===== config.mk =====
export PLATFORM = sky130hd
export DESIGN_NAME = clk_jitter_gen_flat
export DESIGN_NICKNAME = d
export VERILOG_FILES = /design/src/rtl/clk_jitter_gen_pkg.sv /design/src/rtl/clk_jitter_gen_if.sv /design/src/rtl/clk_jitter_lfsr.sv /design/src/rtl/clk_jitter_gen.sv /design/src/flat_wrapper.sv
export SDC_FILE = /design/constraint.sdc
export NUM_CORES = 1
export LEC_CHECK = 0
export ABC_AREA = 0
export CORE_ASPECT_RATIO = 2
export CORE_MARGIN = 8
export CORE_UTILIZATION = 53
export DETAILED_ROUTE_END_ITERATION = 10
export GPL_ROUTABILITY_DRIVEN = 0
export MAX_ROUTING_LAYER = met4
export PLACE_DENSITY = 0.85
export SYNTH_ARGS = -nofsm -noshare
export SYNTH_HDL_FRONTEND = slang
export SYNTH_SLANG_ARGS = --single-unit
export TNS_END_PERCENT = 30

===== constraint.sdc =====
create_clock -name clk -period 2.8 [get_ports clk]
set_input_delay 0.42 -clock clk [delete_from_list [all_inputs] [get_ports clk]]
set_output_delay 0.42 -clock clk [all_outputs]
set_load 0.02 [all_outputs]

===== src/rtl/clk_jitter_gen_pkg.sv =====
// clk_jitter_gen_pkg: shared FSM states, LFSR constants and default widths for clk_jitter_gen
package clk_jitter_gen_pkg;
  localparam int DEF_CNT_W = 16;
  localparam int DEF_JIT_W = 4;
  localparam logic [15:0] LFSR_SEED = 16'hACE1;
  localparam logic [15:0] LFSR_TAPS = 16'hB400;
  typedef enum logic [1:0] {IDLE, HIGH, LOW} state_t;
  function automatic logic [15:0] lfsr_step(input logic [15:0] s);
    return {s[14:0], ^(s & LFSR_TAPS)};
  endfunction
endpackage


===== src/rtl/clk_jitter_gen_if.sv =====
// clk_jitter_gen_if: run/config inputs and generated-clock outputs of clk_jitter_gen
interface clk_jitter_gen_if import clk_jitter_gen_pkg::*; #(
  parameter int CNT_W = DEF_CNT_W,
  parameter int JIT_W = DEF_JIT_W
);
  logic             en;
  logic             load;
  logic [CNT_W-1:0] half_period;
  logic [JIT_W-1:0] jitter_max;
  logic             clk_out;
  logic             rise_pulse;
  logic [CNT_W:0]   period_out;
  logic             period_valid;
  logic             busy;
  modport master (
    output en, load, half_period, jitter_max,
    input  clk_out, rise_pulse, period_out, period_valid, busy
  );
  modport slave (
    input  en, load, half_period, jitter_max,
    output clk_out, rise_pulse, period_out, period_valid, busy
  );
endinterface


===== src/rtl/clk_jitter_lfsr.sv =====
// clk_jitter_lfsr: 16-bit Fibonacci LFSR giving a clamped jitter magnitude and sign
module clk_jitter_lfsr import clk_jitter_gen_pkg::*; #(
  parameter int JIT_W = DEF_JIT_W
) (
  input  logic             clk,
  input  logic             rst,
  input  logic             adv,
  input  logic [JIT_W-1:0] jitter_max,
  output logic [JIT_W-1:0] mag,
  output logic             sign
);
  logic [15:0] lfsr_q, lfsr_d;
  always_comb begin
    lfsr_d = adv ? lfsr_step(lfsr_q) : lfsr_q;
    mag = lfsr_q[JIT_W-1:0] < jitter_max ? lfsr_q[JIT_W-1:0] : jitter_max;
    sign = lfsr_q[15];
  end
  always_ff @(posedge clk) begin
    lfsr_q <= rst ? LFSR_SEED : lfsr_d;
  end
endmodule


===== src/rtl/clk_jitter_gen.sv =====
// clk_jitter_gen: programmable clock generator with optional per-half jitter (macro CLKGEN_JITTER_EN)
module clk_jitter_gen import clk_jitter_gen_pkg::*; #(
  parameter int CNT_W = DEF_CNT_W,
  parameter int JIT_W = DEF_JIT_W
) (
  input logic clk,
  input logic rst,
  clk_jitter_gen_if.slave bus
);
  localparam int LW = CNT_W + 1;
  state_t state_q, state_d;
  logic [LW-1:0] cnt_q, cnt_d, hi_q, hi_d, lo_q, lo_d, per_q, per_d, h, len;
  logic [CNT_W-1:0] pend_h_q, pend_h_d, act_h_q, act_h_d;
  logic [JIT_W-1:0] pend_j_q, pend_j_d, act_j_q, act_j_d, mag;
  logic sign, last, to_high, to_low;
  logic clk_out_q, clk_out_d, rise_q, rise_d, pv_q, pv_d;
  // act_*_d is the config a half computed this cycle must use, including a load landing on the rise
  always_comb begin
    last = cnt_q == LW'(1);
    to_high = bus.en && (state_q == IDLE || (state_q == LOW && last));
    to_low = state_q == HIGH && last;
    pend_h_d = bus.load ? bus.half_period : pend_h_q;
    pend_j_d = bus.load ? bus.jitter_max : pend_j_q;
    act_h_d = to_high ? pend_h_d : act_h_q;
    act_j_d = to_high ? pend_j_d : act_j_q;
    h = act_h_d == '0 ? LW'(1) : LW'(act_h_d);
    len = sign ? (h > LW'(mag) ? h - LW'(mag) : LW'(1)) : h + LW'(mag);
    state_d = to_high ? HIGH : to_low ? LOW : (state_q == LOW && last) ? IDLE : state_q;
    cnt_d = (to_high || to_low) ? len : state_q == IDLE ? cnt_q : cnt_q - LW'(1);
    hi_d = to_high ? len : hi_q;
    lo_d = to_low ? len : lo_q;
    clk_out_d = state_d == HIGH;
    rise_d = to_high;
    pv_d = to_high && state_q == LOW;
    per_d = pv_d ? hi_q + lo_q : per_q;
  end
`ifdef CLKGEN_JITTER_EN
  clk_jitter_lfsr #(.JIT_W(JIT_W)) u_lfsr (
    .clk(clk),
    .rst(rst),
    .adv(to_high || to_low),
    .jitter_max(act_j_d),
    .mag(mag),
    .sign(sign)
  );
`else
  logic unused_jit;
  assign mag = '0;
  assign sign = 1'b0;
  assign unused_jit = ^act_j_d;
`endif
  always_ff @(posedge clk) begin
    if (rst) begin
      state_q <= IDLE;
      cnt_q <= '0;
      hi_q <= '0;
      lo_q <= '0;
      per_q <= '0;
      pend_h_q <= CNT_W'(1);
      act_h_q <= CNT_W'(1);
      pend_j_q <= '0;
      act_j_q <= '0;
      clk_out_q <= 1'b0;
      rise_q <= 1'b0;
      pv_q <= 1'b0;
    end else begin
      state_q <= state_d;
      cnt_q <= cnt_d;
      hi_q <= hi_d;
      lo_q <= lo_d;
      per_q <= per_d;
      pend_h_q <= pend_h_d;
      act_h_q <= act_h_d;
      pend_j_q <= pend_j_d;
      act_j_q <= act_j_d;
      clk_out_q <= clk_out_d;
      rise_q <= rise_d;
      pv_q <= pv_d;
    end
  end
  assign bus.clk_out = clk_out_q;
  assign bus.rise_pulse = rise_q;
  assign bus.period_out = per_q;
  assign bus.period_valid = pv_q;
  assign bus.busy = state_q != IDLE;
endmodule


===== src/flat_wrapper.sv =====
// flat-port wrapper written by rule: the top's interface ports become plain ports
module clk_jitter_gen_flat import clk_jitter_gen_pkg::*;
#(
  parameter int CNT_W = DEF_CNT_W,
  parameter int JIT_W = DEF_JIT_W
)
  (clk, rst, bus_en, bus_load, bus_half_period, bus_jitter_max, bus_clk_out, bus_rise_pulse, bus_period_out, bus_period_valid, bus_busy);
  clk_jitter_gen_if #(.CNT_W(CNT_W), .JIT_W(JIT_W)) bus_i ();
  input logic clk;
  input logic rst;
  input wire logic [$bits(bus_i.en)-1:0] bus_en;
  input wire logic [$bits(bus_i.load)-1:0] bus_load;
  input wire logic [$bits(bus_i.half_period)-1:0] bus_half_period;
  input wire logic [$bits(bus_i.jitter_max)-1:0] bus_jitter_max;
  output wire logic [$bits(bus_i.clk_out)-1:0] bus_clk_out;
  output wire logic [$bits(bus_i.rise_pulse)-1:0] bus_rise_pulse;
  output wire logic [$bits(bus_i.period_out)-1:0] bus_period_out;
  output wire logic [$bits(bus_i.period_valid)-1:0] bus_period_valid;
  output wire logic [$bits(bus_i.busy)-1:0] bus_busy;
  assign bus_i.en = bus_en;
  assign bus_i.load = bus_load;
  assign bus_i.half_period = bus_half_period;
  assign bus_i.jitter_max = bus_jitter_max;
  assign bus_clk_out = bus_i.clk_out;
  assign bus_rise_pulse = bus_i.rise_pulse;
  assign bus_period_out = bus_i.period_out;
  assign bus_period_valid = bus_i.period_valid;
  assign bus_busy = bus_i.busy;
  clk_jitter_gen #(.CNT_W(CNT_W), .JIT_W(JIT_W)) u_core (.clk(clk), .rst(rst), .bus(bus_i));
endmodule

; Yosys cells after proc, flatten, opt, wreduce, memory -nomap -nowiden
; Cells that the tools add are included.
[classes]
reduce_logical = 9
n_eq_ne = 5
n_addsub = 2
mux = 8
[ops]
columns = operator, count
row1 = 2-to-1 mux 16 bit, 3
row2 = 2-to-1 mux 17 bit, 2
row3 = adder 17 bit, 1
row4 = == test 17 x 1 -> 1 bit (second input constant), 1
row5 = subtractor 17 x 1 -> 17 bit (second input constant), 1
row6 = logical NOT 16 bit, 1
row7 = 2-to-1 mux 2 bit, 3
row8 = == test 2 x 1 -> 1 bit (second input constant), 2
row9 = logical AND 1 bit, 4
row10 = == test 2 bit (second input constant), 1
row11 = logical NOT 2 bit, 1
row12 = logical OR 1 bit, 2
row13 = inequality test 2 x 1 -> 1 bit (second input constant), 1
row14 = nonzero test 2 bit, 1
[totals]
out_inout_bits = 21
regBits = 105

; Depth between registers and ports, before layout
; Gate-level depths: netlist (run 1).
[depth]
word_depth = 8
mapped_depth = 10
mapped_depth_nobuf = 9

; Worst setup path after synthesis (run 1)
; No wires, ideal clock.
[synth_timing]
kind = register -> register
start = reg u_core.lo_q[0]
end = reg u_core.per_q[16] (netlist: u_core.bus.period_out[16])
setup_slack_ps = 746
stages_incl_launch_ff = 10
arrival_time_ps = 1919
setup_time_ps = 135
n_path_buf = 0
period_less_slack_ps = 2054
path_cell_list = dfxtp_1 ha_1 inv_1 fa_1 nor2b_1 o31a_1 o21ai_0 o211ai_1 a2111oi_0 nor4_1
[synth_between]
elab_chain_len = 1
[synth_rtl]
columns = element, line
row1 = "start, declared", clk_jitter_gen.sv:12  ; logic [LW-1:0] cnt_q, cnt_d, hi_q, hi_d, lo_q, lo_d, per_q, per_d, h, len;
row2 = "start signal, assigned", clk_jitter_gen.sv:70  ; lo_q <= lo_d;
row3 = adder 17 bit, clk_jitter_gen.sv:35  ; per_d = pv_d ? hi_q + lo_q : per_q;
row4 = "end signal, assigned", clk_jitter_gen.sv:71  ; per_q <= per_d;
row5 = "end, declared", clk_jitter_gen.sv:12
; No other way between the ends.
; A chain may end at the register's enable or synchronous reset.

; Worst setup path after layout (run 1)
; Same ends and word-level chain as after synthesis.

==> results of run 1 <==
synth_stat cells (all sizes together), types with 3 or more instances:
library cell  number
nand3             26
inv               12
a31oi              4
nor4              13
o21a              16
and2               4
mux2i             19
a31o               3
a211o              3
dfxtp            103
xnor2              3
or3                8
nor4b              4
nand2             63
clkbuf            19
nor2b              5
ha                18
nand4              5
o211ai             5
nor2              67
a21oi             49
nor3              32
buf               16
a32o              10
nand2b             4
o21ai             43
a211oi             9
a21o               4
and3               4
sequential cells by signal, summed over array words and instances, names as in the netlist:
| register | cells |
|---|---|
| u_core.act_h_q | 16 |
| u_core.bus.clk_out | 1 |
| u_core.bus.period_out | 17 |
| u_core.bus.period_valid | 1 |
| u_core.bus.rise_pulse | 1 |
| u_core.cnt_q | 17 |
| u_core.hi_q | 16 |
| u_core.lo_q | 16 |
| u_core.pend_h_q | 16 |
| u_core.state_q | 2 |
worst paths after layout:
path | startpoint | to | slack, ns | cells after the start
setup / recovery | u_core.lo_q[0] | u_core.bus.period_out[16] | 0.21 | 9
hold reg to reg | u_core.bus.period_out[7] | u_core.bus.period_out[7] | 0.45 | 2
setup reg to reg | u_core.lo_q[0] | u_core.bus.period_out[16] | 0.21 | 9
hold / removal | u_core.bus.period_out[7] | u_core.bus.period_out[7] | 0.45 | 2
routing by layer:
layer	global-route usage [%]	routed length, µm	vias to the layer above
met5	-	0	-
met4	15.84	827	0
met3	3.524	628	56
met2	39.44	7483	180
met1	20.63	4984	2193
li1	-	-	2248
power groups by stage:
stage	Clock (µW)	Sequential (µW)	Combinational, µW
floorplan	0	1680	504
global placement	0	1690	672
detailed placement	0	1700	697
CTS	1230	1660	704
global route	1280	1680	780
finish	1210	1670	716
area by class of cell:
| type | instances | area, µm² |
|---|---|---|
| fill | 767 | 3486 |
| multi-input combinational | 449 | 2751 |
| sequential | 103 | 2062 |
| timing repair buffer | 60 | 558.0 |
| clock buffer | 9 | 225.2 |
| tap | 104 | 130.1 |
| clock inverter | 7 | 63.81 |
| inverter | 12 | 45.04 |
per-stage QoR:
stage / setup WS [ns] / hold slack (ns) / utilization (%) / power, µW / std cells
final: 0.2105 / 0.4481 / 62.60 / 3597 / 744
after global routing: 0.04814 / 0.4682 / 62.60 / 3744 / 744
after CTS: 0.2729 / 0.4518 / 62.60 / 3599 / 744
after detailed placement: 0.3108 / 0.4420 / 59.50 / 2395 / 728
after global placement: 0.2920 / 0.4363 / 59.50 / 2363 / 728
after floorplan: 0.7457 / 0.4400 / - / 2180 / 599
kinds of logic after synthesis:
logic type               count (synthesis)
AND/OR/NAND/NOR                        241
AO/OA/AOI/OAI                          163
flip-flops                             103
buffers and inverters                   47
multiplexers                            21
adder cells (fa/ha/maj)                 19
XOR/XNOR                                 5
worst min-delay path, cell delays in order (launching register included):
cell and delay, ns:
dfxtp_1 0.31, nand2_1 0.05, a21oi_1 0.05
==> key figures, run 1 <==
Status
  – Status: finished clean

STA
  – Final hold violation count: 0
  – Relative slew slack: 46.95%
  – Crit share post-route: 92.48%
  – RSZ-0062 raised after global routing: no
  – Post-layout min period: 2.590 ns
  – Max-slew violations: 0
  – Setup TNS: 0 ns
  – Max Clock Freq: 386.2 MHz
  – Finish-stage setup viols: 0
  – Slew @ Worst Pin: 0.7909 ns
  – Clock Skew: 0.006866 ns

Worst setup path
  – Cell family with most CP delay: compound AO/OA/AOI/OAI gates
  – Worst EP arrival: 2.80 ns
  – Worst EP required: 3.02 ns
  – CP Cell Sequence: ha_1, inv_1, fa_1, nor2b_1, o31a_1, o21ai_0, o211ai_1, a2111oi_0, nor4_1
  – Crit-path max cell delay: 0.46 ns
  – Worst path slowest cell: a2111oi_0
  – CP endpoint kind: flop
  – Largest fanout on the critical path: 4
  – Setup CP Type: flop to flop
  – Startpoint types: flop
  – Crit path buf inv count: 1

Flow run
  – Total of max-cap violations: 0

Global route
  – Vias in the first global route: 4,589
  – First-pass GRT wire length: 22.31 mm
  – GRT Total Usage: 22.01%
  – Initial antenna violation count: 0
  – Largest net degree at the start of global routing: 61
  – Aggregate global routing overflow: 0

Clocking
  – # hold bufs at CTS: 0
  – CTS clk-pin slew, worst paths: 0.07 ns
  – H-tree Lvls: 3
  – CTS tree: built
  – Clock Path Buffers: 2
  – Post-CTS Resized: 0
  – Worst skew pair latency: 0.35 ns
  – Clk sinks: 103
  – Total CTS buffers: 9
  – CTS Root Cell: clkbuf_16
  – Post-CTS setup buffer count: 0

Synth
  – Mux share of post-synthesis cell area: 4.303%
  – Count of unique library cells instantiated by Yosys: 64
  – Synthesized flop and latch total: 103
  – Seq/Total Area, Yosys: 41.00%
  – Yosys warns: 0
  – Largest family of logic cells by synthesized area: simple AND/OR/NAND/NOR gates
  – Post-synth top area share: 41.00%
  – Net Count, Synth: 642
  – Avg Cell Area, Syn: 8.397 µm²
  – Post-Synth Simple-Gate Area: 23.76%
  – Syn Inst Count: 599
  – Dominant synthesized flop cell: dfxtp_1
  – XOR/XNOR Fraction of Synth Area: 0.8706%
  – Synthesized area: 5030 µm²
  – Ys async rst share: 0%
  – Synth Area in Adders: 4.876%
  – Area leader, netlist: dfxtp_1
  – Number of synthesized flops with an enable pin: 0
  – Synth Area in Compound Gates: 20.90%
  – Area contributors post-synth: dfxtp_1, nor2_1, a21oi_1, nand2_1, ha_1

Detailed routing
  – Post-DR wirelength/cell: 18.71 µm
  – DRC violations left: 0
  – Via density: 6.286
  – Routed Antenna Nets: 0
  – First drt pass iteration count: 7
  – Vias: 4,677
  – WL final: 13.92 mm
  – Starting DRT DRC Count: 433

Floorplan
  – Die W: 84.89 µm
  – Initial Util: 53.96%
  – Die ar.: 13,050 µm²
  – CORE AREA: 9321 µm²
  – Site Rows: 50
  – Die H: 153.8 µm
  – Io pins: 45

Pwr
  – Power Internal: 2478 µW
  – Part of the power in registers: 46.4%
  – Leakage: 0.002240 µW
  – Clock power frac: 33.6%
  – Sw Pwr: 1119 µW
  – Gate power share: 19.9%
  – Pwr/cell area: 616.3 nW/µm²
  – Worst vdd ir: 0.4003 mV
  – Switching share of power: 31.10%

Placed design
  – Dpl hpwl: 10.19 mm
  – Port Buffer Count: 40
  – Placed inst area: 5547 µm²

Final layout
  – Syn-to-layout area delta: 16.02%
  – Most common cell after layout, fill and taps aside: dfxtp_1
  – Final instance area: 5836 µm²
  – Nets@finish: 678
  – Antenna cells: 0
  – Most frequent cells in the layout: dfxtp_1, nor2_1, nand2_1
  – Layout cells sized above 1: 8.438%

Hold path
  – Tightest Hold Check Type: flop to flop
Note: power is estimated with default switching activity, not from simulation.
==> inputs of run 2 (changes only) <==
Settings changed: RECOVER_POWER from default to 100.
==> run 2 against run 1 <==
Effect of this change:
- first-iteration DRC count shrank 4.8%
- register-to-register slack lost 0.02 ns
- fmax is 0.95% lower
- cell area down 1.2%
- sequential share of layout area increased by 0.41 points
- highest routed layer unchanged
- clock skew hardly changed
- core utilization is 0.72 points lower
- hold slack worse by 0.0027 ns
- worst setup slack worse by 0.025 ns
- largest power group unchanged
==> key figures, run 2 (same netlist as run 1, synthesis figures left out) <==
Clocking
  – CTS clk-pin slew, worst paths: 0.07 ns
  – Clk sinks: 103
  – # hold bufs at CTS: 0
  – Post-CTS Resized: 0
  – Worst skew pair latency: 0.35 ns
  – H-tree Lvls: 3
  – Clock Path Buffers: 2
  – Total CTS buffers: 9
  – Post-CTS setup buffer count: 0
  – CTS Root Cell: clkbuf_16
  – CTS tree: built

Hold path
  – Hold Path End: u_core.bus.period_out[7]
  – Startpoint of the worst hold path: u_core.bus.period_out[7]
  – Hold path cells: 2
  – Tightest Hold Check Type: flop to flop

Detailed routing
  – Vias: 4,701
  – DRC violations left: 0
  – Routed Antenna Nets: 0
  – Via density: 6.319
  – Starting DRT DRC Count: 412
  – WL final: 13.88 mm
  – First drt pass iteration count: 5
  – Post-DR wirelength/cell: 18.65 µm

Placed design
  – Placed cell count: 728
  – Dpl hpwl: 10.19 mm
  – Dpl ws: 0.3108 ns
  – Port Buffer Count: 40

STA
  – Max-slew violations: 0
  – Max Clock Freq: 382.5 MHz
  – Setup TNS: 0 ns
  – Post-layout min period: 2.614 ns
  – Worst Slack Setup Final: 0.1855 ns
  – Slew @ Worst Pin: 0.8203 ns
  – Min Hold Slack: 0.4455 ns
  – Final hold violation count: 0
  – RSZ-0062 raised after global routing: no
  – Clock Skew: 0.007053 ns
  – Crit share post-route: 93.37%
  – Finish-stage setup viols: 0
  – Relative slew slack: 45.32%

Pwr
  – Clock power frac: 33.8%
  – Power Internal: 2466 µW
  – Worst vdd ir: 0.4015 mV
  – Gate power share: 19.5%
  – Leakage: 0.002268 µW
  – Pwr/cell area: 620.8 nW/µm²
  – Switching share of power: 31.13%
  – Part of the power in registers: 46.6%
  – Sw Pwr: 1115 µW

Worst setup path
  – Worst EP arrival: 2.88 ns
  – Worst reg2reg path startpoint: u_core.cnt_q[1]
  – Register-to-Register Path Depth: 9
  – Reg2Reg Setup Slack: 0.19 ns
  – Largest fanout on the critical path: 15
  – Worst EP required: 3.07 ns
  – Reg2reg end: u_core.cnt_q[1]
  – Setup CP Type: flop to flop
  – Startpoint types: flop
  – CP endpoint kind: flop

Global route
  – Aggregate global routing overflow: 0
  – Initial antenna violation count: 0
  – Vias in the first global route: 4,589
  – First-pass GRT wire length: 22.31 mm
  – Largest net degree at the start of global routing: 61
  – GRT Total Usage: 22.01%

Floorplan
  – Die ar.: 13,050 µm²
  – Die H: 153.8 µm
  – Initial Util: 53.96%
  – CORE AREA: 9321 µm²
  – Io pins: 45
  – Site Rows: 50
  – Die W: 84.89 µm

Flow run
  – Total of max-cap violations: 0

Final layout
  – Final non-filler cell total: 744
  – Nets@finish: 678
  – Utilization after layout: 61.88%
  – Syn-to-layout area delta: 14.68%
  – Most common cell after layout, fill and taps aside: dfxtp_1
  – Layout cells sized above 1: 5.938%
  – Antenna cells: 0
  – Most frequent cells in the layout: dfxtp_1, nor2_1, nand2_1

Status
  – Status: finished clean
==> run 2: cell types whose count changed in the layout (fill, tap and decap cells not counted), sizes merged <==
| cell | delta |
|---|---|
| clkbuf | +11 |
| clkdlybuf4s50 | -23 |
| buf | -11 |
| dlygate4sd3 | +23 |
==> run 2: power groups by stage <==
stage | Sequential, µW | Clock [µW] | Combinational [µW]
after floorplan | 1680 | 0 | 504
after global placement | 1690 | 0 | 672
after detailed placement | 1700 | 0 | 697
after CTS | 1660 | 1230 | 704
after global routing | 1680 | 1280 | 763
final | 1670 | 1210 | 700
==> run 2: cell type report <==
class                   count  area, µm²
well taps                 104      130.1
repair buffers             60      518.0
inverters                  12      45.04
multi-input cells         449       2724
flip-flops and latches    103       2062
fillers                   788       3553
clock inverters             7      63.81
clock buffers               9      225.2
==> run 2: critical path: stages, from the launching register on <==
cell	delay (ns)
dfxtp_1	0.34
inv_1	0.11
ha_1	0.16
nor4b_4	0.24
nand3_1	0.19
clkbuf_1	0.20
or3_1	0.50
nand2_4	0.22
mux2_2	0.36
a211oi_2	0.20
==> run 2: how the worst max path moves through the flow <==
stage | from | endpoint | slack, ns | cells after the start
floorplan | u_core.lo_q[0] | u_core.bus.period_out[16] | 0.75 | 9
global placement | bus_en | u_core.bus.period_out[6] | 0.29 | 8
detailed placement | u_core.lo_q[0] | u_core.bus.period_out[16] | 0.31 | 9
CTS | u_core.lo_q[0] | u_core.bus.period_out[16] | 0.27 | 9
global route | u_core.cnt_q[1] | u_core.cnt_q[1] | 0.05 | 9
finish | u_core.cnt_q[1] | u_core.cnt_q[1] | 0.19 | 9
==> run 2: per-stage QoR <==
step,total power [µW],instance area [µm²]
CTS,3599,5836
global route,3726,5768
floorplan,2180,5030
global placement,2363,5547
detailed placement,2395,5547
finish,3581,5768
==> run 2: per-layer routing <==
layer	wire [µm]	global-route usage (%)
met1	4898	20.63
met2	7415	39.44
met3	689	3.524
met4	875	15.84
met5	0	-
==> inputs of run 3 (changes only) <==
==> constraint.sdc (replaced) <==
create_clock -name clk -period 2.8 [get_ports clk]
set_input_delay 0.28 -clock clk [delete_from_list [all_inputs] [get_ports clk]]
set_output_delay 0.28 -clock clk [all_outputs]
set_load 0.02 [all_outputs]
==> run 3 against run 2 <==
Effect of this change:
- via count is 0.47% higher
- count of clock-buffer cells in the layout is 2 higher
- largest cell class unchanged
- wire length hardly changed
- critical path depth stayed put
- fmax is 1.4% higher
- sequential share of layout area hardly changed
- clock power is 5% higher
- hold slack worse by 0.0022 ns
- worst setup slack better by 0.036 ns
- combinational power is 0.9% lower
==> key figures, run 3 (same netlist as run 1, synthesis figures left out) <==
Final layout
  – Final non-filler cell total: 742
  – Most frequent cells in the layout: dfxtp_1, nor2_1, nand2_1
  – Syn-to-layout area delta: 14.73%
  – Antenna cells: 0
  – Layout cells sized above 1: 6.426%
  – Nets@finish: 676
  – Fill count: 765
  – Most common cell after layout, fill and taps aside: dfxtp_1

Floorplan
  – Die ar.: 13,050 µm²
  – Io pins: 45
  – Site Rows: 50
  – Die W: 84.89 µm
  – Initial Util: 53.96%
  – CORE AREA: 9321 µm²
  – Die H: 153.8 µm

Global route
  – GRT Total Usage: 22.47%
  – Initial antenna violation count: 0
  – First-pass GRT wire length: 22.67 mm
  – Aggregate global routing overflow: 0
  – Largest net degree at the start of global routing: 42
  – Vias in the first global route: 4,683

Clocking
  – Total CTS buffers: 9
  – Clk sinks: 103
  – Clock Path Buffers: 2
  – CTS tree: built
  – Worst skew pair latency: 0.36 ns
  – CTS Root Cell: clkbuf_16
  – CTS clk-pin slew, worst paths: 0.07 ns
  – # hold bufs at CTS: 0
  – Post-CTS setup buffer count: 0
  – H-tree Lvls: 3

Pwr
  – Leakage: 0.002280 µW
  – Worst vdd ir: 0.3485 mV
  – Pwr/cell area: 630.7 nW/µm²
  – Pwr Total: 3640 µW

STA
  – RSZ-0062 raised after global routing: no
  – Post-layout min period: 2.578 ns
  – Slew @ Worst Pin: 0.9880 ns
  – Max-slew violations: 0
  – Setup TNS: 0 ns
  – Final hold violation count: 0
  – Max Clock Freq: 387.9 MHz
  – Min Hold Slack: 0.4432 ns
  – Clock Skew: 0.006148 ns
  – Crit share post-route: 92.08%
  – Finish-stage setup viols: 0
  – Relative slew slack: 33.62%

Hold path
  – Startpoint of the worst hold path: rst
  – Hold path cells: 3
  – Tightest Hold Check Type: input pin to flop

Status
  – Status: finished clean

Worst setup path
  – Worst EP required: 3.03 ns
  – Setup CP Type: flop to flop
  – Register-to-Register Path Depth: 9
  – Launch point of the worst path: u_core.lo_q[0]
  – Worst reg2reg path startpoint: u_core.lo_q[0]
  – Worst EP arrival: 2.80 ns
  – Startpoint types: flop
  – CP endpoint kind: flop
  – Largest fanout on the critical path: 3

Detailed routing
  – Via density: 6.365
  – WL final: 13.89 mm
  – DRC violations left: 0
  – First drt pass iteration count: 5
  – Post-DR wirelength/cell: 18.72 µm
  – Starting DRT DRC Count: 322
  – Vias: 4,723
  – Routed Antenna Nets: 0

Placed design
  – Placed cell count: 726
  – Dpl hpwl: 10.21 mm
  – Port Buffer Count: 40

Flow run
  – Total of max-cap violations: 0
run 3: cell types whose count changed in the layout (fill, tap and decap cells not counted), moves of 2 or more:
cell | previous run | this run
clkbuf_1 | 10 | 7
clkbuf_2 | 1 | 3
clkinv_2 | 0 | 2
clkinv_4 | 2 | 0
inv_8 | 2 | 0
run 3: critical path, cell delays in order, from the launching register on:
cell	delay, ns
dfxtp_1	0.32
ha_1	0.22
inv_1	0.08
fa_1	0.20
nor2b_1	0.08
o31a_1	0.29
o21ai_0	0.46
o211ai_1	0.26
a2111oi_1	0.45
nor4_1	0.08
run 3: area by class of cell:
| class | instances | area, µm² | area share, % |
|---|---|---|---|
| Multi-Input combinational cell | 449 | 2734 | 47.38 |
| Clock buffer | 11 | 242.7 | 4.206 |
| Inverter | 12 | 45.04 | 0.7806 |
| Timing Repair Buffer | 58 | 500.5 | 8.673 |
| Tap cell | 104 | 130.1 | 2.255 |
| Clock inverter | 5 | 56.30 | 0.9757 |
| Sequential cell | 103 | 2062 | 35.73 |
run 3: what timing repair did:
action                                 4_1_cts  5_1_grt
gates resized for setup                      0        1
endpoints found under the hold margin        0        0
setup endpoints to repair                    0        1
run 3: metal layers:
metal / GRT usage [%] / vias up / wire [µm]
li1: - / 2250 / -
met4: 17.21 / 0 / 848
met2: 40.20 / 200 / 7447
met5: - / - / 0
met1: 20.91 / 2206 / 4863
met3: 3.257 / 67 / 727
run 3: power breakdown:
part | internal [µW] | total [µW] | switching (µW)
clock network | 718 | 1270 | 555
logic | 270 | 694 | 424
registers | 1570 | 1670 | 101
run 3: final timing paths:
check                              end  slack (ns)
max          u_core.bus.period_out[16]        0.22
min                     u_core.hi_q[9]        0.44
max reg2reg  u_core.bus.period_out[16]        0.22
min reg2reg   u_core.bus.period_out[6]        0.45
run 3: through the flow:
step                      utilization [%]  setup slack [ns]  instance area, µm²
after floorplan                         -            0.7457                5030
after global placement              59.21            0.3657                5519
after detailed placement            59.21            0.3557                5519
after CTS                           62.42            0.2484                5818
after global routing                61.91           0.04059                5771
final                               61.91            0.2217                5771
